$ cat config.mk
export PLATFORM = sky130hd
export DESIGN_NAME = uart_tx_framer
export DESIGN_NICKNAME = d
export VERILOG_FILES = /design/src/rtl/uart_tx_framer.sv
export SDC_FILE = /design/constraint.sdc
export NUM_CORES = 1
export LEC_CHECK = 0
export CELL_PAD_IN_SITES_DETAIL_PLACEMENT = 1
export CELL_PAD_IN_SITES_GLOBAL_PLACEMENT = 1
export CORE_ASPECT_RATIO = 0.9
export CORE_UTILIZATION = 45
export DETAILED_ROUTE_END_ITERATION = 8
export PLACE_DENSITY = 0.9
export SYNTH_ARGS = -nofsm -noshare
export SYNTH_HDL_FRONTEND = slang
export SYNTH_SLANG_ARGS = --single-unit
$ cat constraint.sdc
create_clock -name clk -period 2.1 [get_ports clk]
set_input_delay 0.42 -clock clk [delete_from_list [all_inputs] [get_ports clk]]
set_output_delay 0.42 -clock clk [all_outputs]
set_load 0.02 [all_outputs]
$ cat src/rtl/uart_tx_framer.sv
// UART transmit framer: start, LSB-first data, optional parity, 1-2 stop bits at CLKS_PER_BIT cycles each.
// tx registered, first start-bit cycle one clock after accept; tx_ready only while idle, so sources are held off for a whole frame.
module uart_tx_framer #(
  parameter int DATA_BITS    = 8,
  parameter int CLKS_PER_BIT = 434,
  parameter int PARITY       = 0,
  parameter int STOP_BITS    = 1
) (
  input  logic                 clk,
  input  logic                 reset,
  input  logic [DATA_BITS-1:0] tx_data,
  input  logic                 tx_valid,
  output logic                 tx_ready,
  output logic                 tx,
  output logic                 busy
);

  generate
    if (DATA_BITS < 5 || DATA_BITS > 9) begin : g_bad_data_bits
      $error("uart_tx_framer: DATA_BITS must be in 5..9");
    end
    if (CLKS_PER_BIT < 2) begin : g_bad_clks_per_bit
      $error("uart_tx_framer: CLKS_PER_BIT must be >= 2");
    end
    if (PARITY < 0 || PARITY > 2) begin : g_bad_parity
      $error("uart_tx_framer: PARITY must be 0, 1 or 2");
    end
    if (STOP_BITS < 1 || STOP_BITS > 2) begin : g_bad_stop_bits
      $error("uart_tx_framer: STOP_BITS must be 1 or 2");
    end
  endgenerate

  localparam int CW = $clog2(CLKS_PER_BIT);
  localparam int BW = $clog2(DATA_BITS + 1);
  localparam logic [CW-1:0] BAUD_LAST = CW'(CLKS_PER_BIT - 1);
  localparam logic [BW-1:0] DATA_LAST = BW'(DATA_BITS - 1);
  localparam logic [BW-1:0] STOP_LAST = BW'(STOP_BITS - 1);
  localparam bit            HAS_PAR   = (PARITY != 0);
  localparam bit            ODD_PAR   = (PARITY == 1);

  typedef enum logic [2:0] {
    S_IDLE,
    S_START,
    S_DATA,
    S_PAR,
    S_STOP
  } state_t;

  state_t                 state, state_d;
  logic [CW-1:0]          baud_cnt, baud_d;
  logic [BW-1:0]          bit_cnt, bit_d;
  logic [DATA_BITS-1:0]   shift_q, shift_d;
  logic                   par_q, par_d;
  logic                   tx_q, tx_d;
  logic                   baud_end;

  assign baud_end = (baud_cnt == BAUD_LAST);
  assign tx_ready = (state == S_IDLE);
  assign busy     = (state != S_IDLE);
  assign tx       = tx_q;

  always_ff @(posedge clk or negedge reset) begin
    if (!reset) begin
      state    <= S_IDLE;
      baud_cnt <= '0;
      bit_cnt  <= '0;
      shift_q  <= '1;
      par_q    <= 1'b0;
      tx_q     <= 1'b1;
    end else begin
      state    <= state_d;
      baud_cnt <= baud_d;
      bit_cnt  <= bit_d;
      shift_q  <= shift_d;
      par_q    <= par_d;
      tx_q     <= tx_d;
    end
  end

  // tx_d is the line level for the state being entered, so tx lines up with state.
  always_comb begin
    state_d = state;
    baud_d  = baud_end ? '0 : baud_cnt + 1'b1;
    bit_d   = bit_cnt;
    shift_d = shift_q;
    par_d   = par_q;
    tx_d    = 1'b1;
    case (state)
      S_IDLE: begin
        baud_d = '0;
        bit_d  = '0;
        if (tx_valid) begin
          shift_d = tx_data;
          par_d   = (^tx_data) ^ ODD_PAR;
          state_d = S_START;
          tx_d    = 1'b0;
        end
      end
      S_START: begin
        tx_d = 1'b0;
        if (baud_end) begin
          state_d = S_DATA;
          bit_d   = '0;
          tx_d    = shift_q[0];
        end
      end
      S_DATA: begin
        tx_d = shift_q[0];
        if (baud_end) begin
          shift_d = {1'b1, shift_q[DATA_BITS-1:1]};
          if (bit_cnt == DATA_LAST) begin
            bit_d   = '0;
            state_d = HAS_PAR ? S_PAR : S_STOP;
            tx_d    = HAS_PAR ? par_q : 1'b1;
          end else begin
            bit_d = bit_cnt + 1'b1;
            tx_d  = shift_q[1];
          end
        end
      end
      S_PAR: begin
        tx_d = par_q;
        if (baud_end) begin
          state_d = S_STOP;
          bit_d   = '0;
          tx_d    = 1'b1;
        end
      end
      S_STOP: begin
        tx_d = 1'b1;
        if (baud_end) begin
          if (bit_cnt == STOP_LAST) begin
            state_d = S_IDLE;
            bit_d   = '0;
          end else begin
            bit_d = bit_cnt + 1'b1;
          end
        end
      end
      default: begin
        state_d = S_IDLE;
        bit_d   = '0;
      end
    endcase
  end

endmodule

# == After elaboration in Yosys (flattened, before gate mapping) ==
# Index checks and enable logic that the tools add are counted.
# totals
output_inout_bits,3
mem_bits_rw,0
register_bits,26
mem_count,0
latchBits,0
inputBits,11
word_cells,57
romBits,0
# op_classes
n_reduce_logical,10
n_bitwise,0
eq_ne,14
muxes,25
div,0
shift,0
addsub,2
n_mul,0
order_cmp,0
# ops
cell,count
3-bit two-way mux,7
4-bit two-way mux,5
9-bit two-way mux,2
8-bit two-way mux,2
8-bit one-hot mux with 2 select lines,1
3-bit one-hot mux with 5 select lines,1
"2-bit inequality test, second input constant",7
4-bit one-hot mux with 3 select lines,1
"9-bit by 1-bit adder with 9-bit output, second input constant",1
"9-bit equality test, second input constant",1
8-bit parity,1
7-bit AND reduction,1
"3-bit by 2-bit equality test with 1-bit output, second input constant",2
3-bit AND reduction,2
1-bit two-way mux,5
"4-bit by 1-bit adder with 4-bit output, second input constant",1
"4-bit by 3-bit equality test with 1-bit output, second input constant",1
4-bit logical NOT,1
1-bit one-hot mux with 4 select lines,1
"3-bit by 1-bit equality test with 1-bit output, second input constant",1
"3-bit equality test, second input constant",1
3-bit logical NOT,1
3-bit nonzero test,1
"2-bit by 1-bit inequality test with 1-bit output, second input constant",1
3 further kinds,3

# == Longest topological paths before layout ==
# Gate-level depths: netlist of run 1.
# depth
depth_word,4
ltp_mapped,6
depth_no_buf,6

# == Worst setup path after synthesis of run 1 ==
# No wires, ideal clock.
# synth_path
kind,flip-flop to flip-flop
start,register state[0]
end,register bit_cnt[3]
required_ns,1.973
slack_ns,0.050
path_stages_with_launch,7
path_buffers,1
arrival_time_ns,1.923
path_cell_list,dfrtp_1 buf_2 nor3_1 inv_1 o211a_4 o21ai_1 o31ai_2
# synth_between
elab_chain_cells,4
elab_cells_between_ends,10
classes_between,eq/ne: 7; mux: 1; reduce/logical: 2
# synth_rtl
element,line,rtl
start: declaration,49,"state_t state, state_d;"
start signal: assignment,71,state <= state_d;
3-bit by 2-bit equality test with 1-bit output or 3-bit by 1-bit equality test with 1-bit output (tied branches),88,case (state)
2-bit OR reduction (no source line),-,
2-bit by 1-bit inequality test with 1-bit output (no source line),-,
3-bit AND reduction (no source line),-,
end signal: assignment,73,bit_cnt <= bit_d;
end: declaration,51,"logic [BW-1:0] bit_cnt, bit_d;"
# Several ways; a longest one is shown, not always the timed one.
# A chain may end at the register's enable or synchronous reset.

# == Worst setup path after layout of run 1 ==
# layout_path
start,register baud_cnt[3]
end,register shift_q[1]
# layout_between
elab_chain_cells,3
# layout_rtl
element,line,rtl
start: declaration,50,"logic [CW-1:0] baud_cnt, baud_d;"
start signal: assignment,72,baud_cnt <= baud_d;
9-bit equality test,57,assign baud_end = (baud_cnt == BAUD_LAST);
2-bit inequality test (no source line),-,
3-bit AND reduction (no source line),-,
end signal: assignment,74,shift_q <= shift_d;
end: declaration,52,"logic [DATA_BITS-1:0] shift_q, shift_d;"
# Every way passes these cells.

==> results of run 1 <==
-- placed cells by master, fill, tap and decap left out, types with 2 or more instances in the layout --
cell             instances
ha_1                     4
dfstp_2                  9
nand2_1                  8
nor2_1                  15
nor3_1                   3
buf_4                    8
dlymetal6s2s_1           2
mux2_2                  14
xnor2_1                 12
o31ai_2                  2
dfrtp_1                 17
o21ai_0                  5
o31ai_1                  4
nand3_1                  3
nor3b_2                  2
and3_1                   2
clkdlybuf4s50_1         11
inv_1                    6
nand4_1                  2
o21ai_1                  3
nand2b_1                 4
clkbuf_8                 4
xor2_1                   2
-- power by group --
| part | internal, mW | switching, mW | total (mW) |
|---|---|---|---|
| Combinational | 0.0436 | 0.0342 | 0.0778 |
| Sequential | 0.515 | 0.00497 | 0.520 |
| Clock | 0.168 | 0.157 | 0.325 |
| Total | 0.726 | 0.196 | 0.922 |
-- cell type report --
type	count	area share
Timing Repair Buffer	21	0.106
Multi-Input combinational cell	110	0.463
Inverter	6	0.0122
Clock buffer	4	0.0299
Tap cell	42	0.0286
Sequential cell	26	0.360
-- registers in the layout (all words and copies together), names as in the netlist --
signal	cells
baud_cnt	9
shift_q	8
bit_cnt	4
state	3
par_q	1
tx	1
-- cell usage after synthesis (2+ instances only) --
| cell type | instances |
|---|---|
| o31ai_1 | 4 |
| and3_1 | 2 |
| inv_1 | 6 |
| xnor2_1 | 12 |
| o31ai_2 | 2 |
| o21ai_0 | 5 |
| dfrtp_1 | 17 |
| ha_1 | 4 |
| nor3b_2 | 2 |
| o21ai_1 | 3 |
| dfstp_2 | 9 |
| buf_2 | 4 |
| nand3_1 | 3 |
| mux2_2 | 14 |
| nand2_1 | 8 |
| nand4_1 | 2 |
| xor2_1 | 2 |
| nand2b_1 | 4 |
| nor2_1 | 15 |
| nor3_1 | 4 |
-- kinds of logic (layout without fill, tap and decap cells) --
| kind of cell | after synthesis | count (layout) | share of synthesized area |
|---|---|---|---|
| buffers and inverters | 11 | 31 | 0.0298 |
| adder cells (fa/ha/maj) | 4 | 4 | 0.0322 |
| AND/OR/NAND/NOR | 51 | 51 | 0.195 |
| flip-flops | 26 | 26 | 0.426 |
| XOR/XNOR | 14 | 14 | 0.0788 |
| multiplexers | 15 | 15 | 0.108 |
| AO/OA/AOI/OAI | 26 | 26 | 0.130 |
-- worst max-delay path, stage by stage, from the launching register on --
cell     delay, ns
dfrtp_1       0.47
nor4b_2       0.39
a31oi_1       0.18
nor3_4        0.36
mux2_2        0.39
-- through the flow --
step,util,power [mW]
floorplan,-,0.563
global placement,0.561,0.600
detailed placement,0.561,0.608
CTS,0.579,0.940
global route,0.582,0.964
finish,0.582,0.922
-- routing by layer --
| metal | track usage | share of wire | wire, um | vias up |
|---|---|---|---|---|
| met5 | 0 | 0 | 0 | - |
| met4 | 0.0487 | 0.0058 | 22 | 0 |
| met3 | 0.0413 | 0.025 | 96 | 2 |
| met2 | 0.406 | 0.53 | 1980 | 21 |
| met1 | 0.286 | 0.44 | 1670 | 586 |
| li1 | - | - | - | 565 |
-- worst max-delay path by stage --
stage / start / to / slack [ns] / cells past startpoint
CTS: state[0] / tx_ready / 0.02 / 3
global route: baud_cnt[3] / shift_q[1] / 0.10 / 4
global placement: tx_valid / shift_q[4] / 0.21 / 5
finish: baud_cnt[3] / shift_q[1] / 0.24 / 4
floorplan: state[0] / bit_cnt[3] / 0.05 / 6
detailed placement: tx_valid / shift_q[1] / 0.06 / 5
-- repair_timing --
item | 4_1_cts | 5_1_grt
gates resized for setup | 0 | 3
hold buffers | 0 | 0
endpoints found under the setup margin | 0 | 2
==> results.sh, run 1 <==
export IMPL_cts_sinks=26
export IMPL_final_cell_count_no_fill=209
export IMPL_synth_area_per_cell_um2=10.6
export IMPL_worstHoldPathType="primary input to async pin"
export IMPL_ys_types=45
export IMPL_start_util=0.492
export IMPL_synth_largest_area_cell="dfrtp_1"
export IMPL_critPathArrivalTime_ns=2.07
export IMPL_postRouteAntennaNets=0
export IMPL_syn_area_um2=1560
export IMPL_setup_tns_ns=0
export IMPL_synthFlopType="dfrtp_1"
export IMPL_worst_r2r_startpoint="baud_cnt[3]"
export IMPL_vias=1174
export IMPL_drive_above_1_share=0.275
export IMPL_timing_final_crit_share=0.887
export IMPL_place_port_buffers=13
export IMPL_cts_setup_buffers=0
export IMPL_synth_warnings=0
export IMPL_placed_cell_area_um2=1770
export IMPL_cts_clk_slew_worst_paths_ns=0.09
export IMPL_overflow=0
export IMPL_worst_ep_required_time_ns=2.31
export IMPL_nFillCells=350
export IMPL_htree_levels=1
export IMPL_cts_tree="built"
export IMPL_max_freq_ghz=0.537
export IMPL_yosysSeqAreaShare=0.426
export IMPL_synthesis_nets=162
export IMPL_antenna_cells=0
export IMPL_reg2reg_to="shift_q[1]"
export IMPL_grt_usage=0.226
export IMPL_route_detailed_drc=0
export IMPL_rows=19
export IMPL_area_growth_pct=18.3
export IMPL_hold_violations=0
export IMPL_insertion_delay_ns=0.28
export IMPL_p_per_area_nw_per_um2=502
export IMPL_setup_viol_count_final=0
export IMPL_die_area_um2=3700
export IMPL_cts_buffers=3
export IMPL_multi_input_area_um2=852
export IMPL_rrSetupSlack_ns=0.24
export IMPL_grt_max_degree=27
export IMPL_fin_worst_skew_ns=0.00718
export IMPL_synth_top_cell_area_share=0.274
export IMPL_place_gp_congestion=0.791
export IMPL_routed_wl_mm=3.77
export IMPL_grt_pass1_wl_mm=6.27
export IMPL_seqCellArea_um2=662
export IMPL_core_um2=3160
export IMPL_num_io_pins=14
export IMPL_ir_drop_mv=0.409
export IMPL_synthCells=147
export IMPL_layout_nets=183
export IMPL_clock_root_buffer="clkbuf_8"
export IMPL_drv_slew=0
export IMPL_cts_path_max_buffers=2
export IMPL_end_kind="flop"
export IMPL_reg2reg_depth=4
export IMPL_slew_headroom=0.706
export IMPL_dr_pass1_iters=4
export IMPL_rsz0062_at_grt="false"
export IMPL_fin_crit_ns=1.86
export IMPL_ys_ff_latch=26
export IMPL_p_leak_nw=0.745
export IMPL_die_x_um=64.0
export IMPL_dpl_cell_count=205
export IMPL_dp_worst_setup_slack_ns=0.0551
export IMPL_synth_area_top_cells="dfrtp_1 (27%), dfstp_2 (15%), mux2_2 (10%)"
export IMPL_design_area_um2=1840
export IMPL_synth_edf_count=0
export IMPL_avgViaCountPerCell=5.62
export IMPL_dp_hpwl_mm=2.93
export IMPL_fin_ws_ns=0.237
export IMPL_cap_violations=0
export IMPL_async_reset_ff_frac=1.00
export IMPL_start_kind="flop"
export IMPL_outcome="completed"
export IMPL_antenna_found_initial=0
export IMPL_wl_per_cell_um=18.0
export IMPL_tightestPinTransition_ns=0.435
export IMPL_crit_type="flop to flop"
export IMPL_grt_pass1_vias=1252
export IMPL_cp_max_fo=8
export IMPL_drt_iter0_drc=28
export IMPL_whs_ns=0.508
export IMPL_die_y_um=57.8
No activity file was read; power rests on OpenSTA's default activity.
==> run 2, diff against run 1 <==
- clock period: 2.1 -> 1.76 ns (I/O delays scaled with it)
==> run 2 against run 1 <==
Compared with the run above: the run now ends with setup timing left; critical path type unchanged; sequential power rose by 19%; global-route usage rose by 2.3 points; clock skew rose by 0.0029 ns; die area did not move; critical path depth did not move; final area rose by 8.5%; largest power group unchanged; register-to-register slack got worse by 0.24 ns; count of clock-buffer cells in the layout fell by 1; setup slack got worse by 0.24 ns; maximum frequency rose by 5.7%.
==> results.sh, run 2 (synthesis gave the netlist of run 1 again) <==
export IMPL_route_detailed_drc=0
export IMPL_slew_headroom=0.739
export IMPL_die_x_um=64.0
export IMPL_cap_violations=0
export IMPL_largest_register_ff_count=9
export IMPL_fin_ws_ns=-0.00314
export IMPL_final_cell_mix="dfrtp_1 (17), nor2_1 (15), buf_4 (15)"
export IMPL_cts_buffers=3
export IMPL_worst_ep_required_time_ns=1.96
export IMPL_nFillCells=359
export IMPL_crit_buf_inv=0
export IMPL_final_cell_count_no_fill=217
export IMPL_final_common_cell="dfrtp_1"
export IMPL_num_io_pins=14
export IMPL_cts_path_max_buffers=2
export IMPL_drive_above_1_share=0.343
export IMPL_cp_max_fo=3
export IMPL_critPathArrivalTime_ns=1.96
export IMPL_violations="setup timing"
export IMPL_avgViaCountPerCell=5.80
export IMPL_cts_hold_buf=0
export IMPL_area_growth_pct=28.3
export IMPL_drt_iter0_drc=101
export IMPL_reg_largest_list="baud_cnt: 9 flops, shift_q: 8 flops, bit_cnt: 4 flops"
export IMPL_insertion_delay_ns=0.27
export IMPL_p_switching_mw=0.238
export IMPL_vias=1258
export IMPL_dp_hpwl_mm=3.02
export IMPL_cts_tree="built"
export IMPL_wl_per_cell_um=20.0
export IMPL_overflow=0
export IMPL_postRouteAntennaNets=0
export IMPL_grt_usage=0.249
export IMPL_drv_slew=0
export IMPL_critPathSlowestCell="or4b_4"
export IMPL_start_kind="flop"
export IMPL_layout_nets=191
export IMPL_grt_pass1_vias=1342
export IMPL_multi_input_area_um2=923
export IMPL_fin_worst_skew_ns=0.0101
export IMPL_die_area_um2=3700
export IMPL_path_delay_family="compound AO/OA/AOI/OAI gates"
export IMPL_seqCellArea_um2=662
export IMPL_fin_util=0.631
export IMPL_p_leak_nw=0.804
export IMPL_max_freq_ghz=0.567
export IMPL_p_per_area_nw_per_um2=606
export IMPL_comb_power_share=0.079
export IMPL_core_um2=3160
export IMPL_top_register="baud_cnt"
export IMPL_routed_wl_mm=4.34
export IMPL_p_int_mw=0.971
export IMPL_start_util=0.492
export IMPL_grt_pass1_wl_mm=6.98
export IMPL_swShare=0.197
export IMPL_p_clk_frac=0.408
export IMPL_hold_violations=0
export IMPL_end_kind="flop"
export IMPL_fin_crit_ns=1.76
export IMPL_worstHoldPathType="primary input to async pin"
export IMPL_rows=19
export IMPL_place_gp_congestion=0.793
export IMPL_clock_root_buffer="clkbuf_8"
export IMPL_die_y_um=57.8
export IMPL_place_port_buffers=13
export IMPL_outcome="finished with violations"
export IMPL_htree_levels=1
export IMPL_timing_final_crit_share=1.00
export IMPL_crit_type="flop to flop"
export IMPL_dpl_cell_count=212
export IMPL_dr_pass1_iters=4
export IMPL_ir_drop_mv=0.345
export IMPL_antenna_found_initial=0
export IMPL_setup_viol_count_final=1
export IMPL_antenna_cells=0
export IMPL_grt_max_degree=27
export IMPL_crit_chain="or4b_4, o21ai_1, o22ai_1, a221o_1"
export IMPL_rsz0062_at_grt="true"
export IMPL_cts_clk_slew_worst_paths_ns=0.10
export IMPL_cts_sinks=26
export IMPL_design_area_um2=2000
export IMPL_max_stage_delay_ns=0.60
export IMPL_placed_cell_area_um2=1840
export IMPL_tightestPinTransition_ns=0.388
export IMPL_power_frac_seq=0.513
run 2: power by group through the flow:
stage	clock [mW]	sequential, mW	combinational [mW]
after floorplan	0	0.628	0.0435
after global placement	0	0.629	0.0866
after detailed placement	0	0.630	0.0929
after CTS	0.507	0.620	0.0932
after global routing	0.524	0.622	0.102
final	0.494	0.621	0.0950
run 2: cell type report:
| class | instances | share of cell area |
|---|---|---|
| multi-input cells | 110 | 0.463 |
| flip-flops and latches | 26 | 0.332 |
| repair buffers | 29 | 0.132 |
| well taps | 42 | 0.0263 |
| clock buffers | 3 | 0.0207 |
| clock inverters | 1 | 0.0150 |
| inverters | 6 | 0.0113 |
run 2: final timing paths:
kind                              from  cells after the start  slack [ns]     endpoint
max in group asynchronous        reset                      2        1.01   shift_q[1]
min in group clk            shift_q[7]                      1        0.52   shift_q[7]
setup / recovery           baud_cnt[3]                      4      -0.003           tx
hold / removal                   reset                      2        0.45  baud_cnt[8]
setup reg to reg           baud_cnt[3]                      4      -0.003           tx
hold reg to reg             shift_q[7]                      1        0.52   shift_q[7]
run 2: through the flow:
| step | TNS (ns) | hold slack [ns] | setup slack, ns | total power [mW] |
|---|---|---|---|---|
| final | -0.00314 | 0.448 | -0.00314 | 1.21 |
| after global placement | -0.0590 | 0.487 | -0.00934 | 0.716 |
| after CTS | 0 | 0.453 | 0.000262 | 1.22 |
| after floorplan | 0 | 0.0564 | 0.00809 | 0.671 |
| after global routing | -0.214 | 0.468 | -0.0368 | 1.25 |
| after detailed placement | -0.395 | 0.511 | -0.0733 | 0.723 |
run 2: what timing repair did:
item	in CTS	in global routing
pin swaps	1	6
setup buffers	0	1
gates resized for setup	5	11
endpoints found under the setup margin	11	15
run 2: metal layers:
metal | part of all wire | wire length, um | vias up | track usage
met5 | 0 | 0 | - | 0
met1 | 0.44 | 1890 | 647 | 0.319
met2 | 0.52 | 2270 | 24 | 0.450
met3 | 0.026 | 111 | 6 | 0.0276
met4 | 0.016 | 68 | 0 | 0.0617
li1 | - | - | 581 | -
